**src/rtl/sliding_window_buffer.sv**
```systemverilog
// Streaming KxK window generator over a raster pixel stream.
// K-1 line rows plus a K-1 column shift register feed a single registered window output.
module sliding_window_buffer #(
  parameter int DATA_W     = 8,
  parameter int IMG_WIDTH  = 8,
  parameter int IMG_HEIGHT = 8,
  parameter int K          = 3,
  parameter int STRIDE     = 1
) (
  input  logic                    clk,
  input  logic                    rst,
  input  logic                    pixel_valid,
  output logic                    pixel_ready,
  input  logic [DATA_W-1:0]       pixel_in,
  input  logic                    pixel_sof,
  output logic                    window_valid,
  input  logic                    window_ready,
  output logic [K*K*DATA_W-1:0]   window_out,
  output logic [15:0]             window_row,
  output logic [15:0]             window_col,
  output logic                    frame_done
);

  localparam int          CIW      = $clog2(IMG_WIDTH);
  localparam int          WW       = K * K * DATA_W;
  localparam logic [15:0] LAST_COL = 16'(IMG_WIDTH - 1);
  localparam logic [15:0] LAST_ROW = 16'(IMG_HEIGHT - 1);
  localparam logic [15:0] KM1      = 16'(K - 1);
  localparam logic [15:0] STR      = 16'(STRIDE);

  // line_q[0] is the row just above the current one, line_q[K-2] the oldest.
  logic [DATA_W-1:0] line_q     [K-1][IMG_WIDTH];
  logic [DATA_W-1:0] line_col_d [K-1];

  // cols_q[0] is the oldest retained column; index [m][i] has row i = 0 at the top.
  logic [DATA_W-1:0] cols_q  [K-1][K];
  logic [DATA_W-1:0] cols_d  [K-1][K];
  logic [DATA_W-1:0] new_col [K];

  logic [15:0]    col_q, col_d, row_q, row_d;
  logic [15:0]    cur_col, cur_row;
  logic [CIW-1:0] col_idx;
  logic           xfer, produce, at_last;

  logic           window_valid_q, window_valid_d;
  logic [WW-1:0]  window_out_q, window_out_d;
  logic [15:0]    window_row_q, window_row_d;
  logic [15:0]    window_col_q, window_col_d;
  logic           frame_done_q, frame_done_d;

  assign pixel_ready  = !window_valid_q || window_ready;
  assign window_valid = window_valid_q;
  assign window_out   = window_out_q;
  assign window_row   = window_row_q;
  assign window_col   = window_col_q;
  assign frame_done   = frame_done_q;

  always_comb begin
    xfer    = pixel_valid && pixel_ready;
    cur_col = pixel_sof ? '0 : col_q;
    cur_row = pixel_sof ? '0 : row_q;
    col_idx = cur_col[CIW-1:0];
    at_last = (cur_col == LAST_COL) && (cur_row == LAST_ROW);

    // Read the line rows before this transfer overwrites the column.
    for (int unsigned i = 0; i < K - 1; i++) begin
      new_col[i] = line_q[K-2-i][col_idx];
    end
    new_col[K-1] = pixel_in;

    line_col_d[0] = pixel_in;
    for (int unsigned j = 1; j < K - 1; j++) begin
      line_col_d[j] = line_q[j-1][col_idx];
    end

    produce = xfer && (cur_row >= KM1) && (cur_col >= KM1) &&
              (((cur_row - KM1) % STR) == '0) && (((cur_col - KM1) % STR) == '0);

    col_d = col_q;
    row_d = row_q;
    if (xfer) begin
      if (cur_col == LAST_COL) begin
        col_d = '0;
        row_d = (cur_row == LAST_ROW) ? '0 : cur_row + 16'd1;
      end else begin
        col_d = cur_col + 16'd1;
        row_d = cur_row;
      end
    end

    cols_d = cols_q;
    if (xfer) begin
      for (int unsigned m = 0; m < K - 2; m++) begin
        cols_d[m] = cols_q[m+1];
      end
      cols_d[K-2] = new_col;
    end

    window_valid_d = window_valid_q;
    window_out_d   = window_out_q;
    window_row_d   = window_row_q;
    window_col_d   = window_col_q;
    if (produce) begin
      window_valid_d = 1'b1;
      window_row_d   = cur_row;
      window_col_d   = cur_col;
      for (int unsigned i = 0; i < K; i++) begin
        for (int unsigned j = 0; j < K; j++) begin
          window_out_d[(K*K-1-(i*K+j))*DATA_W +: DATA_W] =
            (j == K - 1) ? new_col[i] : cols_q[j][i];
        end
      end
    end else if (window_ready) begin
      window_valid_d = 1'b0;
    end

    frame_done_d = xfer && at_last;
  end

  always_ff @(posedge clk or posedge rst) begin
    if (rst) begin
      col_q          <= '0;
      row_q          <= '0;
      cols_q         <= '{default: '0};
      window_valid_q <= 1'b0;
      window_out_q   <= '0;
      window_row_q   <= '0;
      window_col_q   <= '0;
      frame_done_q   <= 1'b0;
    end else begin
      col_q          <= col_d;
      row_q          <= row_d;
      cols_q         <= cols_d;
      window_valid_q <= window_valid_d;
      window_out_q   <= window_out_d;
      window_row_q   <= window_row_d;
      window_col_q   <= window_col_d;
      frame_done_q   <= frame_done_d;
    end
  end

  // Line storage is deliberately not reset; row gating keeps stale rows out of windows.
  always_ff @(posedge clk) begin
    if (xfer) begin
      for (int unsigned j = 0; j < K - 1; j++) begin
        line_q[j][col_idx] <= line_col_d[j];
      end
    end
  end

endmodule

```
**config.mk**
```make
export PLATFORM = sky130hd
export DESIGN_NAME = sliding_window_buffer
export DESIGN_NICKNAME = d
export VERILOG_FILES = /design/src/rtl/sliding_window_buffer.sv
export SDC_FILE = /design/constraint.sdc
export NUM_CORES = 1
export LEC_CHECK = 0
export BUFFER_PORTS_ARGS = -buffer_cell sky130_fd_sc_hd__buf_4
export CAP_MARGIN = 5
export CORE_MARGIN = 2
export CORE_UTILIZATION = 40
export DETAILED_ROUTE_END_ITERATION = 6
export HOLD_SLACK_MARGIN = 0.12
export PLACE_DENSITY = 0.66
export SLEW_MARGIN = 20
export SYNTH_ARGS = -nofsm -noshare
export SYNTH_HDL_FRONTEND = slang
export SYNTH_SLANG_ARGS = --single-unit
export TNS_END_PERCENT = 50
```
**constraint.sdc**
```tcl
create_clock -name clk -period 6 [get_ports clk]
set_clock_uncertainty 0.05 [all_clocks]
set_input_delay 1.2 -clock clk [delete_from_list [all_inputs] [get_ports clk]]
set_output_delay 1.2 -clock clk [all_outputs]
set_load 0.01 [all_outputs]
```
==> qor.csv <==
metric,value,unit
Die Ht,185.4,um
Syn. warnings,0,
"non-filler cells, final",1539,
Post-synth EDFFs,128,
syn avg cell area,13.77,um^2
H-Tree Depth,2,
"FFs w/ async S/R, synth",59.24,%
number of remaining DRC errors,0,
power share of the combinational group,6.6,%
largest cells by area after synthesis,"dfrtp_1 (35%), edfxtp_1 (29%), mux2_2 (5.9%), mux2_4 (4.8%), nand2_1 (4.1%)",
met2 wire length,14210,um
Tcrit/Tclk final,64.03,%
Total Wirelength,29040,um
Initial DRT Pass Iterations,5,
CTS Hold Bufs,0,
Crit Path Category,input pin to flip-flop,
setup TNS,0,ns
# diodes,0,
Top Ports,120,
Final setup viols,0,
Switching Fraction,22.73,%
number of port buffers,119,
Post-synth top cells,"dfrtp_1 (186), nand2_1 (145), edfxtp_1 (128)",
die footprint,34370,um^2
Post-Syn Area,13160,um^2
Pwr per Cell Area,307.6,nW/um^2
first-pass GRT wire length,45510,um
clock sinks,314,
final core utilization,48.23,%
internal power,0.003721,W
"FF+latch count, synth",314,
post-route minimum period,3.842,ns
top_reg_cell synth,dfrtp_1,
Multi-input gate area,4372,um^2
vias post-DR,8017,
fraction of synthesized cell area in xor and xnor cells,0,%
Root Driver,clkbuf_16,
register area share after synthesis,64.57,%
Fillers,2855,
vias per std cell,5.209,
Horiz. Die Dim,185.4,um
largest area contributor in the netlist,dfrtp_1,
post-synth top area share,35.36,%
Worst Path Arrival,4.18,ns
leakage,6.944,nW
setup bufs post-CTS,0,
Synth Net Count,973,
"slowest stage delay, CP",0.66,ns
critical path required time,6.33,ns
relative slew slack,28.83,%
core area,32450,um^2
clk_lat worst skew,0.51,ns
CTS resizes,0,
vias in the first global route,7953,
met3 wire length,1283,um
mux share of post-synthesis cell area,15.37,%
Adder-Cell Fraction of Synth Area,0.3803,%
Max-Cap Viols,0,
area delta synth->final,18.94,%
share of layout cells above drive strength 1,29.81,%
clk slew on worst S/H paths,0.06,ns
outcome,finished clean,
Synth Area in Compound Gates,6.284,%
Max Used Layer,met4,
startpoint types,input pin,
DR WL/cell,18.87,um
Placed Cells,1477,
"Hold Violations, Final",0,
main combinational cell family by area after synthesis,multiplexers,
Min-Delay Path Class,flip-flop to flip-flop,
"Slowest-stage cell, CP",and4_1,
DR iter-0 viols,626,
Simple-Gate Fraction of Synth Area,10.74,%
"Distinct cells, synth",64,
largest net degree at the start of global routing,115,
NumNets Final,1088,
worst IR drop on VDD,0.0001882,V
gr usage total,17.00,%
M1 WL,13270,um
Initial Util,40.55,%
number of CTS-inserted buffers,34,
clock tree buffer depth,3,
Syn Inst Count,956,
Psw,0.001095,W
initial antenna violation count,0,
crit-path cells,buf_4 -> inv_1 -> nand2_2 -> inv_2 -> ha_1 -> nor4bb_1 -> and4_1 -> a21oi_1 -> and3_1 -> a211o_1,
Fin Hold WS,0.4219,ns
critical-path maximum fanout,74,
Clock power frac,43.6,%
RSZ-0062 raised after global routing,false,
Final HPWL DP,17960,um
Slew @ Worst Pin,1.064,ns
Setup crit end kind,flip-flop,
sequential power share,49.8,%
grt ovf,0,
"Power, Total",0.004816,W
Max Freq,0.2603,GHz
sequential cell area,8498,um^2
row count,66,
"Slew Viols, Final",0,
TritonCTS clock tree,done,
most common cell in the netlist,dfrtp_1,
Routability Congestion,0.8644,
"antenna viol nets, final",0,
-- final timing paths --
| kind | start | end | slack, ns | depth (start not counted) |
|---|---|---|---|---|
| worst max-delay path | pixel_sof | row_q[4] | 2.16 | 10 |
| worst min-delay path | cols_q[41] | cols_q[41] | 0.42 | 2 |
| worst max register to register | col_q[1] | row_q[4] | 2.26 | 8 |
| worst min register to register | cols_q[41] | cols_q[41] | 0.42 | 2 |
| max in group asynchronous | rst | cols_q[22] | 3.95 | 3 |
| min in group asynchronous | rst | window_out[3] | 0.84 | 2 |
-- through the flow --
| stage | setup WS, ns | instance area [um^2] |
|---|---|---|
| 6_report | 2.158 | 15650 |
| 5_1_grt | 2.008 | 15650 |
| 4_1_cts | 2.247 | 15650 |
| 3_5_place_dp | 1.714 | 14510 |
| 3_3_place_gp | 1.800 | 14510 |
| 2_1_floorplan | 1.887 | 13170 |
-- cell families after synthesis --
group           Yosys count
flops                   314
mux                     155
compound gates          123
simple gates            290
fa+ha+maj                 4
buf+inv                  70
-- layer usage --
metal  track usage [%]  vias to the layer above
li1                  -                     3725
met1             23.23                     4093
met2             28.52                      173
met3             3.126                       26
met4             3.238                        0
met5                 0                        -
-- registers in the layout, summed over array words and instances, names as in the netlist --
register and count:
row_q 16, window_valid 1, window_col 16, window_out 72, cols_q 48, frame_done 1
window_row 16, col_q 16, line_q 128
-- power groups by stage --
stage	sequential [W]	clock [W]	combinational (W)
finish	0.00240	0.00210	0.000318
global route	0.00241	0.00224	0.000356
CTS	0.00240	0.00215	0.000325
detailed placement	0.00244	0	0.000325
global placement	0.00244	0	0.000318
floorplan	0.00241	0	0.000231
-- final cells by class --
type | instances | area share, %
inverter | 16 | 0.4076
timing repair buffer | 133 | 6.538
multi-input combinational | 572 | 27.93
clock buffer | 54 | 6.562
sequential | 314 | 54.29
tap | 442 | 3.533
clock inverter | 8 | 0.7433
-- cells in the final DEF (no fill, tap or decap), types with 3 or more instances in the layout --
cell,n
nand4_1,10
clkbuf_16,35
o31ai_1,3
a21o_1,13
and4_1,3
ha_1,4
nor2_1,21
o22ai_1,3
mux2i_1,30
clkinv_2,3
nand2_1,144
clkbuf_8,8
nor4_1,12
or4_1,3
inv_1,14
mux2_2,69
clkbuf_1,11
a221o_1,3
buf_4,131
a21oi_1,20
edfxtp_1,128
nand3_1,18
or3_1,3
nor2b_1,37
a311oi_1,3
o221ai_1,10
nor3_1,6
mux2_4,42
nand3b_1,4
dfrtp_1,186
o21ai_0,41
nor2_2,3
mux4_2,14
and3_1,5
-- critical path: cells and delay by family --
| family | cells | cell delay, ns |
|---|---|---|
| AOI/OAI and AO/OA | 2 | 0.58 |
| buffers and inverters | 3 | 0.73 |
| adders and majority gates | 1 | 0.30 |
| and+or+nand+nor | 4 | 1.32 |
Power figures use the tool's default switching activity.
